===== config.mk =====
export PLATFORM = sky130hd
export DESIGN_NAME = ser_tx
export DESIGN_NICKNAME = d
export VERILOG_FILES = /design/src/rtl/ser_tx.sv
export SDC_FILE = /design/constraint.sdc
export NUM_CORES = 1
export LEC_CHECK = 0
export CAP_MARGIN = 10
export CORE_AREA = 2 2 53 55
export CTS_CLUSTER_DIAMETER = 40
export DETAILED_ROUTE_END_ITERATION = 8
export DIE_AREA = 0 0 55 57
export HOLD_SLACK_MARGIN = 0.03
export SLEW_MARGIN = 30
export SYNTH_ARGS = -nofsm -noshare
export SYNTH_HDL_FRONTEND = slang
export SYNTH_SLANG_ARGS = --single-unit

===== constraint.sdc =====
create_clock -name clk -period 2.15 [get_ports clk]
set_clock_uncertainty 0.2 [all_clocks]
set_input_delay 0.215 -clock clk [delete_from_list [all_inputs] [get_ports clk]]
set_output_delay 0.215 -clock clk [all_outputs]
set_load 0.01 [all_outputs]

===== src/rtl/ser_tx.sv =====
// Serial frame transmitter: start bit (0), DATA_W data bits LSB first, stop bit (1),
// each bit held for DIV clocks. Parallel word accepted on a valid/ready handshake.
module ser_tx #(
    parameter int DATA_W = 8,
    parameter int DIV    = 4
) (
    input  logic              clk,
    input  logic              rst,
    input  logic [DATA_W-1:0] din,
    input  logic              din_valid,
    output logic              din_ready,
    output logic              tx,
    output logic              busy,
    output logic              done
);

    localparam int DIV_CW = (DIV > 1) ? $clog2(DIV) : 1;
    localparam int BIT_CW = (DATA_W > 1) ? $clog2(DATA_W) : 1;

    typedef enum logic [1:0] {
        IDLE,
        START,
        DATA,
        STOP
    } state_t;

    state_t              state;
    state_t              next_state;
    logic [DIV_CW-1:0]   div_cnt;
    logic [BIT_CW-1:0]   bit_cnt;
    logic [DATA_W-1:0]   shift;
    logic                accept;
    logic                tick;
    logic                last_bit;

    assign din_ready = (state == IDLE);

    // Next-state decode: every non-idle state advances only on a bit boundary.
    always_comb begin
        accept     = 1'b0;
        tick       = 1'b0;
        last_bit   = 1'b0;
        next_state = state;
        accept     = (state == IDLE) && din_valid;
        tick       = (div_cnt == DIV_CW'(DIV - 1));
        last_bit   = (bit_cnt == BIT_CW'(DATA_W - 1));
        case (state)
            IDLE:    if (accept) next_state = START;
            START:   if (tick) next_state = DATA;
            DATA:    if (tick && last_bit) next_state = STOP;
            STOP:    if (tick) next_state = IDLE;
            default: next_state = IDLE;
        endcase
    end

    // State register.
    always_ff @(posedge clk or posedge rst) begin
        if (rst) state <= IDLE;
        else     state <= next_state;
    end

    // Divide counter: restarts at every bit boundary and is held at zero in IDLE.
    always_ff @(posedge clk or posedge rst) begin
        if (rst)                        div_cnt <= '0;
        else if (state == IDLE || tick) div_cnt <= '0;
        else                            div_cnt <= div_cnt + DIV_CW'(1);
    end

    // Bit counter: counts data bits sent, cleared outside DATA.
    always_ff @(posedge clk or posedge rst) begin
        if (rst)                    bit_cnt <= '0;
        else if (state != DATA)     bit_cnt <= '0;
        else if (tick)              bit_cnt <= last_bit ? '0 : bit_cnt + BIT_CW'(1);
    end

    // Shift register: loaded on acceptance, shifted right at each data bit boundary.
    always_ff @(posedge clk or posedge rst) begin
        if (rst)                        shift <= '0;
        else if (accept)                shift <= din;
        else if (state == DATA && tick) shift <= shift >> 1;
    end

    // Registered outputs: tx follows the current state one clock later,
    // busy and done are derived from the transition being taken.
    always_ff @(posedge clk or posedge rst) begin
        if (rst) begin
            tx   <= 1'b1;
            busy <= 1'b0;
            done <= 1'b0;
        end else begin
            case (state)
                START:   tx <= 1'b0;
                DATA:    tx <= shift[0];
                default: tx <= 1'b1;
            endcase
            busy <= (next_state != IDLE);
            done <= (state == STOP) && tick;
        end
    end

endmodule


### Yosys cells after proc, flatten, opt, wreduce, memory -nomap -nowiden

Index checks and enable logic that the tools add are counted.

| word-level totals | value |
|---|---|
| input bits | 11 |
| word-level logic and storage cells | 36 |
| register bits | 18 |
| output and inout port bits | 4 |

| cells by class | value |
|---|---|
| eq/ne operators | 6 |
| $add $sub $neg | 2 |
| reductions and logical operators | 9 |
| muxes and demuxes | 12 |

Operators by type and width:

| kind | number |
|---|---|
| $mux W8 | 2 |
| $mux W2 | 5 |
| $mux W3 | 3 |
| $pmux W2 S4 | 1 |
| $eq A2 B2 Y1 const B | 3 |
| $reduce_bool A2 Y1 | 3 |
| $logic_and A1 B1 Y1 | 4 |
| $add A3 B1 Y3 const B | 1 |
| $eq A3 B3 Y1 const B | 1 |
| $add A2 B1 Y2 const B | 1 |
| $eq A2 B1 Y1 const B | 1 |
| $logic_not A2 Y1 | 1 |
| $ne A2 B2 Y1 const B | 1 |
| $pmux W1 S2 | 1 |
| $logic_or A1 B1 Y1 | 1 |

### Depth between registers and ports, before layout

| depth | value |
|---|---|
| depth after elaboration | 5 |
| depth in mapped cells | 6 |
| depth with buffers taken out | 5 |

### Worst setup path after synthesis

Ideal clock, no wire load.

| timing path | value |
|---|---|
| path type | register -> register |
| start | register bit_cnt[0] |
| end | register busy |
| library setup time | 132 ps |
| cell stages (with the launch flop) | 6 |
| data required time | 1,818 ps |
| clock period less this slack | 1,516 ps |
| buffers on the path | 0 |
| slack | 634 ps |
| data arrival time | 1,183 ps |
| cells stage by stage | dfrtp_1 ha_1 ha_1 and3_1 o31ai_2 nand3_1 |

| between the ends | value |
|---|---|
| word-level cells in the longest chain between the ends | 5 |

RTL lines:

| item | RTL line | text |
|---|---|---|
| from (decl) | 30 | `logic [BIT_CW-1:0] bit_cnt;` |
| from (signal assigned) | 73 | `else if (tick) bit_cnt <= last_bit ? '0 : bit_cnt + BIT_CW'(1);` |
| $eq A3 B3 Y1 | 46 | `last_bit = (bit_cnt == BIT_CW'(DATA_W - 1));` |
| $logic_and A1 B1 Y1 | 50 | `DATA: if (tick && last_bit) next_state = STOP;` |
| $mux W2 | 50 |  |
| $pmux W2 S4 | 47 | `case (state)` |
| $reduce_bool A2 Y1 | 96 | `busy <= (next_state != IDLE);` |
| to (signal assigned) | 96 |  |
| to (decl) | 13 | `output logic busy,` |

No other way between the ends.
A chain may end at the register's enable or synchronous reset.

### Worst setup path in the final report

| timing path | value |
|---|---|
| start | register state[1] |
| end | output din_ready |

| between the ends | value |
|---|---|
| word-level cells in the longest chain between the ends | 1 |

RTL lines:

| item | RTL line | text |
|---|---|---|
| from (decl) | 27 | `state_t state;` |
| from (signal assigned) | 59 | `else state <= next_state;` |
| $logic_not A2 Y1 | 36 | `assign din_ready = (state == IDLE);` |
| to (decl) | 11 | `output logic din_ready,` |

No other way between the ends.

==> impl_metrics.toml <==
[cells_and_area]
layout_commonest_cell = "dfrtp_1"
nNetsFinal = 104
drive_gt1_frac = 0.0899
diodes = 0
areaGrowthSynthToFinish_pct = 19.3
layout_common_cells = "dfrtp_1 (17), clkdlybuf4s50_1 (14), nand2_1 (10)"
nFillCells = 267

[global_route]
track_usage = 0.118
grt_pass1_wl_um = 2570
grt_pass1_vias = 587
met3_usage = 0.0236
grt_util_met1 = 0.138
gr-usage-met2 = 0.182
busiest_layer = "met2"
grt_max_degree = 19
grt-ovfl-total = 0
antenna_found_initial = 0

[timing]
worst_slack_ps = 140
hold_ws_ps = 102
period_needed_ps = 2010
final_max_slew_viol_count = 0
finalSetupViolCount = 0
fin_tns_setup_ps = 0
fmax_ghz = 0.497
rsz0062_at_grt = "no"
fin_crit_sh = 0.935
tightest_slew_ps = 673
hold_violations = 0
slew_headroom = 0.551

[clock_tree]
cts_tree = "done"
clk_path_buf_depth = 2
numCtsBuffers = 3
cts.clk_slew.worst_paths_ps = 100
cts.sinks = 18
cts_root_buf = "clkbuf_4"
postCtsResizedCells = 0
ctsHoldBuffers = 0
postCtsSetupBuffers = 0
insertion_delay_ps = 300
cts_max_level = 1

[power_and_ir_drop]
ir_drop_mv = 0.436
p_leak_uw = 0.000454
power.density_nw_per_um2 = 1150

[logic_synthesis]
synthXorXnorAreaFrac = 0.0103
ys_warn_count = 0
synth-compound-area-share = 0.147
syn_inst = 76
yosys.area_share.simple = 0.175
synth_nets = 90
ys_types = 26
synth-seq-cells = 18
synth_top_area_frac = 0.500
synth_top_family_by_area = "simple AND/OR/NAND/NOR gates"
synth.area.top_cells = "dfrtp_1 (50%), a2bb2oi_1 (7.2%), ha_1 (4.4%), nand2_1 (4.4%), a21oi_1 (3.5%)"
synthMuxAreaShare = 0.0353
synth_fa_ha_area_frac = 0.0441
yosys.area.top_type = "dfrtp_1"
netlist_area_um2 = 851
synth.avg_cell_area_um2 = 11.2
yosysSeqAreaShare = 0.531

[routing]
first_iter_violations = 20
drc = 0
routedWlPerCell_um = 11.9
via_per_inst = 4.88
vias = 586
antenna_left = 0
totalWireLength_um = 1430
dr.pass1.iters = 4

[worst_setup_path]
crit_type = "reg -> out"
r2r_start = "div_cnt[0]"
cp.arrival_ps = 1600
reg2reg_depth = 4
cp.required_ps = 1740
crit_path_start_kind = "flop"
end_kind = "primary output"
cp_max_fo = 10
timing.rr.end = "shift[6]"
reg2reg_slack_ps = 460

[die]
fp.dieH_um = 57
initial_core_util = 0.325
dieArea_um2 = 3140
core_area_um2 = 2620
ios = 15
rows = 19
dieWidth_um = 55

[flow_run]
drv_cap = 0

[placed_design]
finalWeightedCongestion = 0.675
hpwl_um = 1040
portBuffers = 14
dp_slack_ps = 464

[outcome]
status = "complete, no violations"

[worst_hold_path]
hold_path_class = "in -> async"
-- metrics by stage --
step / instance area [µm²] / utilization / std cells / total power (µW)
floorplan: 851 / - / 76 / 913
global route: 1010 / 0.388 / 120 / 1270
finish: 1010 / 0.388 / 120 / 1170
detailed placement: 988 / 0.378 / 116 / 1010
global placement: 988 / 0.378 / 116 / 984
CTS: 1010 / 0.388 / 120 / 1180
-- synth_stat cells --
| cell | count |
|---|---|
| dfrtp_1 | 17 |
| nand2_1 | 10 |
| a2bb2oi_1 | 7 |
| a21oi_1 | 6 |
| nor2_1 | 5 |
| ha_1 | 3 |
| mux2i_1 | 3 |
| nand2b_1 | 3 |
| and3_1 | 2 |
| buf_4 | 2 |
| buf_6 | 2 |
| inv_1 | 2 |
| a21oi_2 | 1 |
| and3b_1 | 1 |
| clkbuf_1 | 1 |
| dfstp_2 | 1 |
| nand3_1 | 1 |
| nand3b_1 | 1 |
| nor2b_2 | 1 |
| nor3_1 | 1 |
| nor3b_1 | 1 |
| nor3b_4 | 1 |
| o21a_1 | 1 |
| o21ai_0 | 1 |
| o31ai_2 | 1 |
| xnor2_1 | 1 |
-- kinds of logic (layout without fill, tap and decap cells) --
family / Yosys count / after routing
compound gates: 17 / 17
xor+xnor: 1 / 1
fa+ha+maj: 3 / 3
buf+inv: 7 / 20
flops: 18 / 18
mux: 3 / 3
simple gates: 27 / 27
-- sequential cells by signal (all words and copies together) (netlist names) --
| name | count |
|---|---|
| bit_cnt | 3 |
| done | 1 |
| shift | 8 |
| busy | 1 |
| tx | 1 |
| div_cnt | 2 |
| state | 2 |
-- cell type report --
class,count,area (µm²),share of cell area
Tap cell,31,38.8,0.0382
Sequential cell,18,452,0.445
Inverter,2,7.51,0.00740
Clock buffer,4,26.3,0.0259
Timing Repair Buffer,14,140,0.138
Multi-Input combinational cell,51,350,0.345
-- worst max path at each step --
stage	start	to	slack, ps	cells after the start
final	state[1]	din_ready	140	2
after CTS	state[1]	din_ready	120	2
after global placement	state[1]	din_ready	480	2
after detailed placement	state[1]	din_ready	460	2
after floorplan	bit_cnt[0]	busy	630	5
after global routing	state[1]	din_ready	60	2
-- power breakdown --
group / total (µW) / switching (µW) / internal, µW / leakage, µW
registers: 583 / 106 / 477 / 0.000212
clock network: 179 / 107 / 72.4 / 0.0000150
logic: 409 / 189 / 220 / 0.000228
-- worst max-delay path, cell delays in order (launching register included) --
cell,delay [ps]
dfrtp_1,510
nor2_1,220
clkdlybuf4s50_1,570
-- routing by layer --
| layer | routed length [µm] | vias up |
|---|---|---|
| met5 | 0 | - |
| met4 | 60 | 0 |
| met3 | 56 | 5 |
| met2 | 707 | 17 |
| met1 | 608 | 274 |
| li1 | - | 290 |
Note: power is estimated with default switching activity, not from simulation.
